**src/rtl/sha_1_pad.sv**
```systemverilog
// rtl/sha_1_pad.sv - SHA-1 message padder: packs 32-bit words into 512-bit blocks with 0x80 marker and 64-bit length
module sha_1_pad (
    input  logic         clk,
    input  logic         rst,
    input  logic [31:0]  In_Data,
    input  logic         In_Valid,
    input  logic         In_Last,
    input  logic [2:0]   In_Bytes,
    output logic         In_Ready,
    output logic [511:0] Data,
    output logic [63:0]  Index,
    output logic         Enable,
    input  logic         Ready,
    output logic         Done
);

    typedef enum logic [1:0] {COLLECT, PAD, SEND, WAIT} state_t;

    state_t      state;
    logic [3:0]  wcnt;
    logic [63:0] byte_cnt;
    logic        pend_80;    // last word was full, 0x80 still owed
    logic        len_here;   // 0x80 sits at word <= 13 of this block, so length fits here
    logic        padding;
    logic        final_blk;

    logic [2:0]  n_bytes;
    logic [63:0] bit_len;
    logic [31:0] pad_word;
    logic [8:0]  wsel;

    assign n_bytes  = (In_Bytes > 3'd4) ? 3'd4 : In_Bytes;
    assign bit_len  = {byte_cnt[60:0], 3'b000};
    assign wsel     = {wcnt, 5'b00000};
    assign In_Ready = (state == COLLECT);

    function automatic logic [31:0] mark_end(input logic [31:0] d, input logic [2:0] n);
        case (n)
            3'd0:    mark_end = 32'h8000_0000;
            3'd1:    mark_end = {d[31:24], 24'h80_0000};
            3'd2:    mark_end = {d[31:16], 16'h8000};
            default: mark_end = {d[31:8], 8'h80};
        endcase
    endfunction

    always_comb begin
        pad_word = 32'h0;
        if (pend_80)
            pad_word = 32'h8000_0000;
        else if (len_here && wcnt == 4'd14)
            pad_word = bit_len[63:32];
        else if (len_here && wcnt == 4'd15)
            pad_word = bit_len[31:0];
    end

    always_ff @(posedge clk or negedge rst) begin
        if (!rst) begin
            state     <= COLLECT;
            wcnt      <= 4'd0;
            byte_cnt  <= 64'd0;
            pend_80   <= 1'b0;
            len_here  <= 1'b0;
            padding   <= 1'b0;
            final_blk <= 1'b0;
            Data      <= '0;
            Index     <= 64'd0;
            Enable    <= 1'b0;
            Done      <= 1'b0;
        end else begin
            Enable <= 1'b0;
            Done   <= 1'b0;
            case (state)
                COLLECT: begin
                    if (In_Valid) begin
                        wcnt <= wcnt + 4'd1;
                        if (In_Last) begin
                            byte_cnt <= byte_cnt + 64'(n_bytes);
                            padding  <= 1'b1;
                            if (n_bytes == 3'd4) begin
                                Data[wsel +: 32] <= In_Data;
                                pend_80          <= 1'b1;
                            end else begin
                                Data[wsel +: 32] <= mark_end(In_Data, n_bytes);
                                // marker at word 15 pushes the length into a fresh block
                                len_here         <= (wcnt != 4'd14);
                            end
                            if (wcnt == 4'd15) begin
                                state  <= SEND;
                                Enable <= 1'b1;
                            end else begin
                                state  <= PAD;
                            end
                        end else begin
                            byte_cnt         <= byte_cnt + 64'd4;
                            Data[wsel +: 32] <= In_Data;
                            if (wcnt == 4'd15) begin
                                state  <= SEND;
                                Enable <= 1'b1;
                            end
                        end
                    end
                end
                PAD: begin
                    Data[wsel +: 32] <= pad_word;
                    wcnt             <= wcnt + 4'd1;
                    if (pend_80) begin
                        pend_80  <= 1'b0;
                        len_here <= (wcnt <= 4'd13);
                    end
                    if (wcnt == 4'd15) begin
                        state  <= SEND;
                        Enable <= 1'b1;
                        if (pend_80 || !len_here)
                            len_here  <= 1'b1;
                        else
                            final_blk <= 1'b1;
                    end
                end
                SEND: begin
                    state <= WAIT;
                end
                WAIT: begin
                    if (Ready) begin
                        wcnt <= 4'd0;
                        if (final_blk) begin
                            Done      <= 1'b1;
                            Index     <= 64'd0;
                            byte_cnt  <= 64'd0;
                            final_blk <= 1'b0;
                            padding   <= 1'b0;
                            len_here  <= 1'b0;
                            state     <= COLLECT;
                        end else begin
                            Index <= Index + 64'd1;
                            state <= padding ? PAD : COLLECT;
                        end
                    end
                end
                default: state <= COLLECT;
            endcase
        end
    end

endmodule

```
**config.mk**
```make
export PLATFORM = sky130hd
export DESIGN_NAME = sha_1_pad
export DESIGN_NICKNAME = d
export VERILOG_FILES = /design/src/rtl/sha_1_pad.sv
export SDC_FILE = /design/constraint.sdc
export NUM_CORES = 2
export LEC_CHECK = 0
export BUFFER_PORTS_ARGS = -buffer_cell sky130_fd_sc_hd__buf_2
export CAP_MARGIN = 25
export CELL_PAD_IN_SITES_DETAIL_PLACEMENT = 1
export CELL_PAD_IN_SITES_GLOBAL_PLACEMENT = 1
export CORE_MARGIN = 10
export CORE_UTILIZATION = 38
export CTS_CLUSTER_SIZE = 8
export DETAILED_ROUTE_END_ITERATION = 8
export GPL_TIMING_DRIVEN = 1
export PLACE_DENSITY_LB_ADDON = 0.15
export SLEW_MARGIN = 5
export SYNTH_ARGS = -nofsm -noshare
export SYNTH_HDL_FRONTEND = slang
export SYNTH_SLANG_ARGS = --single-unit
export TNS_END_PERCENT = 50
```
**constraint.sdc**
```tcl
create_clock -name clk -period 2.87 [get_ports clk]
set_input_delay 0.287 -clock clk [delete_from_list [all_inputs] [get_ports clk]]
set_output_delay 0.287 -clock clk [all_outputs]
set_load 0.02 [all_outputs]
```
==> flow_results.org <==
** Outcome
- Status :: finished clean

** Global routing
- The total overflow left after global routing is 0.
- Global routing consumed, over all layers together, 30.4% of the routing resources.
- GRT Max-Usage Layer :: met2
- Via count of the first global-routing pass :: 27500
- Maximum number of pins on one net before global-route repair :: 75
- Met1 Resource Use GR :: 36.6%
- Met2 Track Usage GR :: 50.5%
- For met3 alone, demand over resource in global routing was 7.91%.
- The first global-routing pass estimated 194000 um of wire.
- The number of antenna violations at the first check in global routing came to 15.

** Timing
- Setup violations remaining at the end of the flow were counted as 0.
- Final WS setup :: 0.123 ns
- Across the routed clock network, the largest skew measured is 0.0294 ns.
- Counting I/O delays and the setup requirement, the final critical path takes 2.75 ns.
- Unrepaired setup endpoints after global routing :: false
- Max Slew Vio Count :: 0
- Hold WS :: 0.0412 ns
- Worst slew margin relative to its limit :: 35.9%
- The hold violation total from the final report was 0.
- Share of the cycle needed by the critical path after routing :: 95.7%
- For the pin with the worst max-slew slack, the measured transition is 0.960 ns.
- Based on the critical path, the design can be clocked at up to 364 MHz.

** Run
- The tool flagged a number of max-cap violations equal to 0.

** Clock tree
- Number of levels the H-tree was split into :: 3
- Post CTS Setup Buffer Count :: 0
- At the later pin of the worst-skew pair, clock insertion delay measures 0.66 ns.
- The clock passes through at most 3 buffers.
- TritonCTS built the clock tree.
- CTS saw 649 sinks.
- The tree is rooted in a sky130_fd_sc_hd__clkbuf_16.
- Post-CTS clock slew at the launch and capture registers of the worst setup and hold paths :: 0.05 ns
- Number of CTS-inserted buffers :: 91

** Floorplan
- The initial utilization of the core area, before any placement, comes to 38.3%.
- After floorplanning, the core was sized to cover 72800 um^2.
- In this run the vertical extent of the chip is 291 um.
- In this run the horizontal extent of the chip is 291 um.
- The floorplan step defined a die boundary enclosing 84700 um^2.
- 619 I/O pins were placed.
- The floorplan has 99 rows.

** Setup path
- Along the worst path, the maximum fanout reaches 26.
- Largest delay contributor family on the critical path :: buffers and inverters
- STA classifies the critical path startpoint as a flop.
- The slowest stage of the critical path is the sky130_fd_sc_hd__dfrtp_1 cell.
- The worst register-to-register path has a depth of 11.
- Critical path buffer and inverter count :: 5
- In this design, the critical path's most frequently occurring cell is sky130_fd_sc_hd__buf_4.
- Crit end category :: flop
- The critical path runs through a total of 11 cells.
- Type of the setup path with the least slack :: flop to flop
- Required time worst endpoint :: 3.36 ns
- Delay of the slowest critical-path stage :: 0.37 ns
- Signal arrival time at the worst endpoint :: 3.24 ns
- Walking the worst path, the cells encountered are buf_4 -> ha_1 -> and4_1 -> buf_12 -> buf_4 -> a32oi_1 -> buf_4 -> nor2_1 -> a21oi_1 -> buf_4 -> o21ai_0.

** Logic synthesis
- Number of synthesized register bits :: 649
- Summing the sequential cell areas from Yosys gives 58.2% of the chip area.
- Sorting the synthesized cells by area gives the leading types as sky130_fd_sc_hd__dfrtp_1, sky130_fd_sc_hd__o21ai_0, sky130_fd_sc_hd__nand2_1.
- For this run, asynchronously set or reset flops after synthesis account for 100%.
- Most frequently used flop master after synthesis :: sky130_fd_sc_hd__dfrtp_1
- Cell type with the largest total area after synthesis :: sky130_fd_sc_hd__dfrtp_1
- Summing every instance area after synthesis gives 27900 um^2.
- A synthesized cell averages 9.95 um^2.
- Share of the synthesized area in the top cell type :: 58.2%
- Counting flops with a built-in enable in the synthesized netlist gives 0.
- The number of nets handed over by synthesis was 2857.
- For this run, the number of Yosys warnings is 0.
- Post-synth cell types :: 60
- Synthesis produced a netlist whose cell count is 2806.

** Layout
- Nets@finish :: 3568
- Post-route cell area :: 35900 um^2
- Summing all flip-flop and latch instances after layout gives 16200 um^2.
- Final non-filler cell total :: 4485
- Number of inserted filler cells in the final layout :: 8332
- In the final layout, the multi-input gates occupy 11000 um^2.
- Area growth, synth to finish :: 28.6%
- Cells with a size suffix above 1 make up 28.8% of the layout.

** Worst hold path
- Worst hold path type :: primary input to flop
- Hold Crit Depth :: 3

** Power
- Sequential cells account for 33.8% of the total power.
- For this design the ratio of total power to cell area is 1140 nW/um^2.
- The share of total power dissipated in combinational logic is 42.3%.
- In this run the power spent charging and discharging nets is 18.2 mW.
- Per report_power, the clock group accounts for 23.9% of the total.
- Summed over all cells, the static leakage comes to 17.2 nW.
- The design draws 40.8 mW.
- In this run switching power makes up 44.5% of total power.
- Internal power comes to 22.6 mW.
- Worst VDD drop :: 0.585 mV

** Drt
- The detail route stage leaves a number of antenna-violating nets equal to 0.
- The final route contains 26200 vias.
- Wires add up to 133000 um.
- Average wire length per cell after detail routing :: 29.7 um
- In the routed design, unresolved DRC markers number 0.
- The first TritonRoute pass finished after 7 iterations.
- Iteration-0 DRC count of the detailed router :: 2069
- After detailed routing, the number of vias per cell comes to 5.85.

** Placement
- Routability-driven placement finished with a final weighted congestion of 0.912.
- HPWL after detailed placement :: 99500 um
- Input and output buffers added on the ports amount to 618.
- Placed inst area :: 33300 um^2
- Including well taps, the total number of placed cells is 4377.
- At the placement stage, the worst setup path has a slack of -0.0233 ns.
## cell usage in the layout (no fill, tap or decap), types with 6 or more instances in the layout
| cell type | Yosys | final |
|---|---|---|
| sky130_fd_sc_hd__inv_1 | 22 | 21 |
| sky130_fd_sc_hd__a2bb2oi_1 | 22 | 20 |
| sky130_fd_sc_hd__nand3_1 | 79 | 74 |
| sky130_fd_sc_hd__o32a_1 | 6 | 6 |
| sky130_fd_sc_hd__a32oi_1 | 31 | 30 |
| sky130_fd_sc_hd__xnor2_1 | 27 | 27 |
| sky130_fd_sc_hd__mux2i_1 | 7 | 7 |
| sky130_fd_sc_hd__nor2b_1 | 7 | 7 |
| sky130_fd_sc_hd__buf_4 | 0 | 160 |
| sky130_fd_sc_hd__dfrtp_1 | 649 | 649 |
| sky130_fd_sc_hd__buf_2 | 8 | 617 |
| sky130_fd_sc_hd__a22o_2 | 0 | 7 |
| sky130_fd_sc_hd__a22o_1 | 36 | 29 |
| sky130_fd_sc_hd__o31ai_1 | 56 | 56 |
| sky130_fd_sc_hd__buf_12 | 0 | 24 |
| sky130_fd_sc_hd__o21ai_0 | 318 | 317 |
| sky130_fd_sc_hd__or4_1 | 24 | 24 |
| sky130_fd_sc_hd__o21a_1 | 11 | 11 |
| sky130_fd_sc_hd__and4_1 | 14 | 14 |
| sky130_fd_sc_hd__xor2_1 | 22 | 22 |
| sky130_fd_sc_hd__nor3b_1 | 8 | 7 |
| sky130_fd_sc_hd__o22a_1 | 7 | 7 |
| sky130_fd_sc_hd__nand2b_1 | 7 | 7 |
| sky130_fd_sc_hd__nor2_1 | 253 | 252 |
| sky130_fd_sc_hd__nand2_1 | 406 | 405 |
| sky130_fd_sc_hd__or3_1 | 45 | 45 |
| sky130_fd_sc_hd__o2bb2ai_1 | 7 | 7 |
| sky130_fd_sc_hd__o22ai_1 | 13 | 13 |
| sky130_fd_sc_hd__and3_1 | 14 | 11 |
| sky130_fd_sc_hd__nand4_1 | 50 | 50 |
| sky130_fd_sc_hd__nor3_1 | 33 | 29 |
| sky130_fd_sc_hd__a21oi_1 | 223 | 223 |
| sky130_fd_sc_hd__mux2_2 | 64 | 64 |
| sky130_fd_sc_hd__a22oi_1 | 66 | 63 |
| sky130_fd_sc_hd__ha_1 | 10 | 10 |
| sky130_fd_sc_hd__clkbuf_16 | 0 | 93 |
| sky130_fd_sc_hd__nor4_1 | 18 | 18 |
| sky130_fd_sc_hd__o211ai_1 | 6 | 6 |
## metrics by stage
| step | setup TNS [ns] | utilization [%] |
|---|---|---|
| 6_report | 0 | 49.3 |
| 5_1_grt | 0 | 49.3 |
| 4_1_cts | 0 | 49.2 |
| 3_5_place_dp | -0.0805 | 45.7 |
| 3_3_place_gp | 0 | 45.7 |
| 2_1_floorplan | -0.000822 | - |
## worst reg2reg max path: stages (launching register included)
cell and delay (ns):
sky130_fd_sc_hd__dfrtp_1 0.37, sky130_fd_sc_hd__buf_4 0.19, sky130_fd_sc_hd__ha_1 0.24, sky130_fd_sc_hd__and4_1 0.31
sky130_fd_sc_hd__buf_12 0.20, sky130_fd_sc_hd__buf_4 0.15, sky130_fd_sc_hd__a32oi_1 0.21, sky130_fd_sc_hd__buf_4 0.21
sky130_fd_sc_hd__nor2_1 0.05, sky130_fd_sc_hd__a21oi_1 0.22, sky130_fd_sc_hd__buf_4 0.30, sky130_fd_sc_hd__o21ai_0 0.15
## final timing paths
path,endpoint,startpoint,slack (ns)
max,Data[472]$_DFFE_PN0P_,wcnt[1]$_DFFE_PN0P_,0.12
min,Data[18]$_DFFE_PN0P_,In_Data[18],0.04
max reg2reg,Data[472]$_DFFE_PN0P_,wcnt[1]$_DFFE_PN0P_,0.12
min reg2reg,Data[264]$_DFFE_PN0P_,Data[264]$_DFFE_PN0P_,0.46
max in group asynchronous,Data[296]$_DFFE_PN0P_,rst,1.69
min in group asynchronous,Data[311]$_DFFE_PN0P_,rst,0.16
## power by group through the flow
stage	clock (mW)	combinational, mW	sequential (mW)
detailed placement	0	17.1	13.9
floorplan	0	5.91	16.4
CTS	9.88	17.2	13.8
global placement	0	16.7	13.7
finish	9.75	17.2	13.8
global route	10.3	18.4	14.0
## timing repair
action	in CTS	in global routing
endpoints found under the setup margin	8	100
hold buffers	4	0
pin swaps	0	0
cloned	0	1
hold endpoints to repair	52	0
resized for setup	5	11
## logic make-up (layout without fill, tap and decap cells)
family / count (synthesis) / after routing / share of synthesized area, %
XOR/XNOR: 49 / 49 / 1.54
multiplexers: 71 / 71 / 2.83
AO/OA/AOI/OAI: 824 / 824 / 17.8
flip-flops: 649 / 649 / 58.2
other: 0 / 2 / 0
buffers and inverters: 215 / 933 / 2.93
adder cells (fa/ha/maj): 11 / 11 / 0.520
AND/OR/NAND/NOR: 987 / 987 / 16.2
## cell type report
| type | count | area share, % |
|---|---|---|
| Tap cell | 959 | 3.34 |
| Multi-Input combinational cell | 1942 | 30.7 |
| Inverter | 22 | 0.234 |
| Sequential cell | 649 | 45.2 |
| Antenna cell | 2 | 0.0139 |
| Timing Repair Buffer | 811 | 13.6 |
| Clock buffer | 93 | 6.42 |
| Clock inverter | 7 | 0.439 |
## flip-flops by register name (all words and copies together) (netlist names)
name / cells
Data: 512
Index: 64
byte_cnt: 61
wcnt: 4
state: 2
Done: 1
Enable: 1
final_blk: 1
len_here: 1
padding: 1
pend_80: 1
## metal layers
metal	share of wire, %	wire length, um
met3	7.5	10000
met5	0.11	148
met2	48	64300
met1	39	52200
met4	4.9	6570
## synthesized netlist by cell type (all sizes together), types with 5 or more instances
cell type,instances
a31oi,5
ha,10
or4,25
a32oi,31
nand2b,7
o21ai,321
nor2,253
mux2,64
and4,14
o22ai,13
nor3b,8
nand4,51
o22a,7
a2bb2oi,22
nor3,33
nand3,79
nor2b,7
xor2,22
o2bb2ai,7
buf,22
inv,22
and3,14
xnor2,27
o211ai,6
a22oi,66
clkbuf,171
or3,45
and2,5
a22o,36
o21a,11
o31ai,56
nor4,20
a21oi,223
mux2i,7
o32a,6
nand2,406
dfrtp,649
Note: power is estimated with default switching activity, not from simulation.
